===== config.mk =====
export PLATFORM = sky130hd
export DESIGN_NAME = frame_flip_controller_flat
export DESIGN_NICKNAME = d
export VERILOG_FILES = /design/src/rtl/frame_flip_controller_pkg.sv /design/src/rtl/frame_flip_controller_if.sv /design/src/rtl/frame_flip_controller_scan_point_detector.sv /design/src/rtl/frame_flip_controller.sv /design/src/flat_wrapper.sv
export SDC_FILE = /design/constraint.sdc
export NUM_CORES = 1
export LEC_CHECK = 0
export CAP_MARGIN = 20
export CORE_MARGIN = 2
export CORE_UTILIZATION = 36
export DETAILED_ROUTE_END_ITERATION = 8
export MAX_ROUTING_LAYER = met4
export PLACE_DENSITY = 0.79
export SLEW_MARGIN = 30
export SYNTH_ARGS = -nofsm -noshare
export SYNTH_HDL_FRONTEND = slang
export SYNTH_SLANG_ARGS = --single-unit
export TNS_END_PERCENT = 1

===== constraint.sdc =====
create_clock -name aClock -period 3.1 [get_ports aClock]
set_input_delay 0.465 -clock aClock [delete_from_list [all_inputs] [get_ports aClock]]
set_output_delay 0.465 -clock aClock [all_outputs]
set_load 0.03 [all_outputs]

===== src/rtl/frame_flip_controller_pkg.sv =====
// illusion_display_pkg: display geometry constants and the flip controller state type
package illusion_display_pkg;
  localparam int FB_WIDTH = 320;
  localparam int FB_HEIGHT = 240;
  localparam int FB_SIZE = FB_WIDTH * FB_HEIGHT;
  localparam int COORD_W = 10;
  typedef enum logic [1:0] {RENDER, WAIT_SYNC, FLIP, WAIT_RELEASE} flip_state_t;
endpackage


===== src/rtl/frame_flip_controller_if.sv =====
// frame_flip_controller_if: renderer/scan inputs and framebuffer control outputs; FLIP_STATS_EN adds anOutRepeatCount
interface frame_flip_controller_if
  import illusion_display_pkg::*;
#(
  parameter int ADDR_W = 18,
  parameter int COUNT_W = 16
);
  logic aFrameDone;
  logic [COORD_W-1:0] aX;
  logic [COORD_W-1:0] aY;
  logic anOutFrameFlipped;
  logic [ADDR_W-1:0] anOutWriteBase;
  logic [ADDR_W-1:0] anOutReadBase;
  logic anOutWriteEnable;
  logic [COUNT_W-1:0] anOutFrameCount;
`ifdef FLIP_STATS_EN
  logic [COUNT_W-1:0] anOutRepeatCount;
  modport master (output aFrameDone, aX, aY, input anOutFrameFlipped, anOutWriteBase, anOutReadBase, anOutWriteEnable, anOutFrameCount, anOutRepeatCount);
  modport slave (input aFrameDone, aX, aY, output anOutFrameFlipped, anOutWriteBase, anOutReadBase, anOutWriteEnable, anOutFrameCount, anOutRepeatCount);
`else
  modport master (output aFrameDone, aX, aY, input anOutFrameFlipped, anOutWriteBase, anOutReadBase, anOutWriteEnable, anOutFrameCount);
  modport slave (input aFrameDone, aX, aY, output anOutFrameFlipped, anOutWriteBase, anOutReadBase, anOutWriteEnable, anOutFrameCount);
`endif
endinterface


===== src/rtl/frame_flip_controller_scan_point_detector.sv =====
// scan_point_detector: one-cycle event when the scan position first arrives at (X, Y)
module scan_point_detector
  import illusion_display_pkg::*;
#(
  parameter int X = 0,
  parameter int Y = 0
) (
  input  logic clk,
  input  logic rst,
  input  logic [COORD_W-1:0] x,
  input  logic [COORD_W-1:0] y,
  output logic hit
);
  logic match, prev_match_d, prev_match_q;
  always_comb begin
    match = x == COORD_W'(X) && y == COORD_W'(Y);
    prev_match_d = match;
    hit = match && !prev_match_q;
  end
  always_ff @(posedge clk) prev_match_q <= rst ? 1'b1 : prev_match_d;
endmodule


===== src/rtl/frame_flip_controller.sv =====
// frame_flip_controller: double-buffer swap at the scan flip point; FLIP_STATS_EN adds a saturating repeat counter
module frame_flip_controller #(
  parameter int FB_SIZE = illusion_display_pkg::FB_SIZE,
  parameter int ADDR_W = 18,
  parameter int FLIP_X = 0,
  parameter int FLIP_Y = 0,
  parameter int COUNT_W = 16
) (
  input logic aClock,
  input logic aReset,
  frame_flip_controller_if.slave bus
);
  import illusion_display_pkg::*;
  flip_state_t state_d, state_q;
  logic sel_d, sel_q, hit;
  logic [COUNT_W-1:0] frame_cnt_d, frame_cnt_q;
  scan_point_detector #(.X(FLIP_X), .Y(FLIP_Y)) u_scan (
    .clk(aClock), .rst(!aReset), .x(bus.aX), .y(bus.aY), .hit(hit)
  );
  always_comb begin
    state_d = state_q == RENDER ? (bus.aFrameDone ? WAIT_SYNC : RENDER)
            : state_q == WAIT_SYNC ? (hit ? FLIP : WAIT_SYNC)
            : state_q == FLIP ? WAIT_RELEASE
            : bus.aFrameDone ? WAIT_RELEASE : RENDER;
    sel_d = sel_q ^ (state_d == FLIP);
    frame_cnt_d = frame_cnt_q + COUNT_W'(state_d == FLIP);
  end
  always_ff @(posedge aClock) begin
    state_q <= !aReset ? RENDER : state_d;
    sel_q <= !aReset ? 1'b0 : sel_d;
    frame_cnt_q <= !aReset ? '0 : frame_cnt_d;
  end
  assign bus.anOutFrameFlipped = state_q == FLIP;
  assign bus.anOutWriteEnable = state_q == RENDER;
  assign bus.anOutWriteBase = sel_q ? ADDR_W'(FB_SIZE) : '0;
  assign bus.anOutReadBase = sel_q ? '0 : ADDR_W'(FB_SIZE);
  assign bus.anOutFrameCount = frame_cnt_q;
`ifdef FLIP_STATS_EN
  logic [COUNT_W-1:0] rpt_cnt_d, rpt_cnt_q;
  always_comb rpt_cnt_d = rpt_cnt_q + COUNT_W'(state_q == RENDER && hit && rpt_cnt_q != '1);
  always_ff @(posedge aClock) rpt_cnt_q <= !aReset ? '0 : rpt_cnt_d;
  assign bus.anOutRepeatCount = rpt_cnt_q;
`endif
endmodule


===== src/flat_wrapper.sv =====
// flat-port wrapper written by rule: the top's interface ports become plain ports
module frame_flip_controller_flat import illusion_display_pkg::*;
#(
  parameter int FB_SIZE = illusion_display_pkg::FB_SIZE,
  parameter int ADDR_W = 18,
  parameter int FLIP_X = 0,
  parameter int FLIP_Y = 0,
  parameter int COUNT_W = 16
)
  (aClock, aReset, bus_aFrameDone, bus_aX, bus_aY, bus_anOutFrameFlipped, bus_anOutWriteBase, bus_anOutReadBase, bus_anOutWriteEnable, bus_anOutFrameCount);
  frame_flip_controller_if #(.ADDR_W(ADDR_W), .COUNT_W(COUNT_W)) bus_i ();
  input logic aClock;
  input logic aReset;
  input wire logic [$bits(bus_i.aFrameDone)-1:0] bus_aFrameDone;
  input wire logic [$bits(bus_i.aX)-1:0] bus_aX;
  input wire logic [$bits(bus_i.aY)-1:0] bus_aY;
  output wire logic [$bits(bus_i.anOutFrameFlipped)-1:0] bus_anOutFrameFlipped;
  output wire logic [$bits(bus_i.anOutWriteBase)-1:0] bus_anOutWriteBase;
  output wire logic [$bits(bus_i.anOutReadBase)-1:0] bus_anOutReadBase;
  output wire logic [$bits(bus_i.anOutWriteEnable)-1:0] bus_anOutWriteEnable;
  output wire logic [$bits(bus_i.anOutFrameCount)-1:0] bus_anOutFrameCount;
  assign bus_i.aFrameDone = bus_aFrameDone;
  assign bus_i.aX = bus_aX;
  assign bus_i.aY = bus_aY;
  assign bus_anOutFrameFlipped = bus_i.anOutFrameFlipped;
  assign bus_anOutWriteBase = bus_i.anOutWriteBase;
  assign bus_anOutReadBase = bus_i.anOutReadBase;
  assign bus_anOutWriteEnable = bus_i.anOutWriteEnable;
  assign bus_anOutFrameCount = bus_i.anOutFrameCount;
  frame_flip_controller #(.FB_SIZE(FB_SIZE), .ADDR_W(ADDR_W), .FLIP_X(FLIP_X), .FLIP_Y(FLIP_Y), .COUNT_W(COUNT_W)) u_core (.aClock(aClock), .aReset(aReset), .bus(bus_i));
endmodule

==> summary.txt <==
Status
  – Status: finished, final reports clean

Layout
  – Share of cells above drive strength 1: approximately 7.1%
  – Area growth, synth to finish: 34.7%
  – Nets@finish: 208
  – Final Core Density: around half
  – Fill cell count: roughly 320
  – Ant. Diodes: 0

Worst setup path
  – Worst r2r dst: u_core.bus.anOutFrameCount[10]$_SDFF_PN0_
  – Worst Path Arrival: 2.84 ns
  – Crit path kind: input port to flop
  – Critical path's top delay family: simple AND/OR/NAND/NOR gates
  – Critical Path RT: about 3.3 ns
  – Internal reg-to-reg setup slack: just under 0.9 ns
  – Crit-path most repeated cell: ha_1
  – Worst path bufs/invs: 1
  – Slowest CP cell: or4_4
  – Worst R2R Start: u_core.state_q[0]$_SDFF_PN0_
  – Worst reg2reg path depth: 8
  – Crit. End Element: flop
  – Critical path launch point type: input port
  – Worst-path cell chain: clkdlybuf4s50_1, or4_4, nor2_4, and3_4, ha_1, ha_1, nand2_1, nor4_1, xnor2_1, nor2_1
  – CP max FO: 6
  – Slowest cell delay on critical path: 0.54 ns

Power and ir drop
  – Sequential power share: 46.4%
  – Clock Power Share: between 30% and 40%
  – Total power divided by cell area: approximately 340 nW/µm²
  – Pint: between 400 and 500 µW
  – Leak: just over 0.6 nW
  – Switching power of the nets: about 140 µW
  – Peak supply drop: between 0.2 and 0.25 mV
  – Logic pwr share: between 10% and 20%
  – Switch share: 25.4%

Worst hold path
  – Hold Path End: u_core.bus.anOutFrameCount[15]$_SDFF_PN0_
  – Worst min path class: flop to flop
  – Hold Path Stages: 2
  – Min-delay src: u_core.bus.anOutFrameCount[15]$_SDFF_PN0_

Synthesis
  – EDFF count, synth: 0
  – Avg Cell Area, Syn: 8.69 µm²
  – Top_reg_cell synth: dfxtp_1
  – Post-synth cell types: 35
  – Synth async-reset ratio: 0%
  – Synth Instances: between 100 and 150
  – Cell Area, Synth: about 1200 µm²
  – Total number of yosys warnings: 0
  – Sequential cell area fraction in the yosys report: about a third
  – Number of synthesized register bits: 20

STA
  – Hold Vio Cnt, Final: 0
  – Fin crit period: approximately 2.6 ns
  – Fmax: between 0.3 and 0.4 GHz
  – Slew Viols, Final: 0
  – Setup Skew: 0.0118 ns
  – Setup-failing EPs final: 0
  – RSZ-0062 raised after global routing: no
  – Fin Setup TNS: 0 ns
  – Final period util: a little under nine tenths
  – Final WS setup: roughly 0.46 ns

Clock tree
  – Post-CTS setup buffers: 0
  – CTS tree: yes
  – Clk slew on worst S/H paths: 0.12 ns
  – Clock latency on the worst-skew pair: about 0.31 ns
  – H-Tree Depth: 1
  – Hold buffer count at cts: 0
  – Post-CTS Resized: 0
  – Num CTS Buffers: 3
  – Clk root buf: clkbuf_4
  – CTS max path bufs: 2
  – Sink Count: 20

GRT
  – Largest net degree at the start of global routing: 15
  – Global-route wire length before repair: 3.66 mm
  – Vias in the first global route: 831
  – Gr ovfl total: 0
  – GRT Overall Usage: a little under an eighth
  – Initial antenna violation count: 0

Detailed routing
  – Vias: just under 1000
  – Drt via density: about 4.3
  – Drt wl/cell: a little under 10 µm
  – WL final: 2.22 mm
  – Residual DRC: 0
  – Initial DRC Count: 27
  – DR pass1 iterations: 4
  – Post-route ant nets: 0

Floorplan
  – Core Area: 3280 µm²
  – Initial Util: between 30% and 40%
  – Die ar.: ~3900 µm²
  – Site Rows: 21
  – Die Wd: roughly 62 µm
  – I/O pin total: between 70 and 80
  – Die span in y: just over 60 µm

Placed design
  – Placer Congestion: between 0.8 and 0.9
  – Post-DP HPWL: 1.83 mm
  – Pre-CTS WS: 0.122 ns
  – Port buffer count: 48

Flow run
  – Max cap viols: 0
==> sequential cells by signal, summed over array words and instances, names as in the netlist <==
name,flops
u_core.bus.anOutFrameCount,16
u_core.sel_q,1
u_core.state_q,2
u_core.u_scan.prev_match_q,1
==> worst min-delay path: cells and delay by family, from the launching register on <==
family | cells | cell delay (ns)
DFF | 1 | 0.33
muxes | 1 | 0.06
and+or+nand+nor | 1 | 0.05
==> routing by layer <==
layer / vias up / share of wire, % / wire length, µm / global-route usage [%]
met5: - / 0 / 0 / -
met4: 0 / 0 / 0 / 1.67
met3: 0 / 7.1 / 158 / 4.71
met2: 37 / 50 / 1110 / 19.6
met1: 441 / 43 / 956 / 14.1
li1: 494 / - / - / -
==> cells in the mapped netlist (2+ instances only) <==
cell type / count / share of area [%]
o21ai_0: 2 / 0.82
xnor2_1: 9 / 6.5
or3_1: 2 / 1.0
nor2_1: 11 / 3.4
nand2b_1: 2 / 1.0
or4_4: 2 / 1.9
ha_1: 2 / 2.1
nor4_2: 2 / 2.1
nand4_1: 2 / 1.0
a21oi_1: 3 / 1.2
mux2i_1: 2 / 1.6
buf_4: 35 / 22
dfxtp_1: 20 / 33
and3_1: 3 / 1.5
nor4_1: 5 / 2.6
xor2_1: 2 / 1.4
and2_1: 2 / 1.0
nor3_1: 2 / 0.82
inv_1: 5 / 1.5
nand3_1: 5 / 2.1
nand2_1: 8 / 2.5
==> metrics by stage <==
step	power [mW]	cell area (µm²)	cells	hold WS (ns)
final	0.561	1640	228	0.489
after detailed placement	0.352	1590	224	0.475
after CTS	0.568	1640	228	0.494
after floorplan	0.348	1320	167	0.529
after global placement	0.351	1590	224	0.464
after global routing	0.584	1640	228	0.540
==> cell families (layout without fill, tap and decap cells) <==
group,after synthesis,count (layout),share of synthesized area [%]
XOR/XNOR,11,11,7.92
buffers and inverters,42,57,23.8
AO/OA/AOI/OAI,9,9,4.63
flip-flops,20,20,32.9
adder cells (fa/ha/maj),2,2,2.06
multiplexers,2,2,1.65
AND/OR/NAND/NOR,53,53,26.7
other,1,28,0.308
==> cell type report <==
type                    count  area [µm²]  share of cell area [%]
multi-input cells         105         628                    38.3
inverters                   5        18.8                    1.15
flip-flops and latches     20         400                    24.4
well taps                  46        57.6                    3.51
repair buffers             48         480                    29.3
clock buffers               3        22.5                    1.38
clock inverters             1        30.0                    1.83
==> layout by cell type (no fill, tap or decap), types with 2 or more instances in the layout <==
master,synthesis,final
nand2b_1,2,2
nand3_1,5,5
nor4_1,5,5
xor2_1,2,2
inv_1,5,5
a21oi_1,3,3
ha_1,2,2
nor2_1,11,11
mux2i_1,2,2
dfxtp_1,20,20
clkdlybuf4s50_1,0,48
and3_1,3,3
and2_1,2,2
nor3_1,2,2
or3_1,2,2
nand4_1,2,2
o21ai_0,2,2
clkbuf_4,0,3
nor4_2,2,2
xnor2_1,9,9
conb_1,1,28
or4_4,2,2
nand2_1,8,8
==> power groups by stage <==
stage                     Clock [mW]  Combinational (mW)  Sequential, mW
after floorplan                    0              0.0826           0.265
after global placement             0              0.0855           0.266
after detailed placement           0              0.0864           0.266
after CTS                      0.222              0.0864           0.260
after global routing           0.232              0.0916           0.261
final                          0.214              0.0866           0.260
==> how the worst max path moves through the flow <==
stage	slack [ns]	cells after the start	to	start
after global routing	0.29	10	u_core.bus.anOutFrameCount[10]$_SDFF_PN0_	bus_aX[6]
final	0.46	10	u_core.bus.anOutFrameCount[10]$_SDFF_PN0_	bus_aX[6]
after global placement	0.17	10	u_core.bus.anOutFrameCount[10]$_SDFF_PN0_	bus_aX[6]
after floorplan	0.65	9	u_core.bus.anOutFrameCount[10]$_SDFF_PN0_	bus_aX[6]
after CTS	0.46	10	u_core.bus.anOutFrameCount[10]$_SDFF_PN0_	bus_aX[6]
after detailed placement	0.12	10	u_core.bus.anOutFrameCount[10]$_SDFF_PN0_	bus_aX[6]
Power figures use the tool's default switching activity.
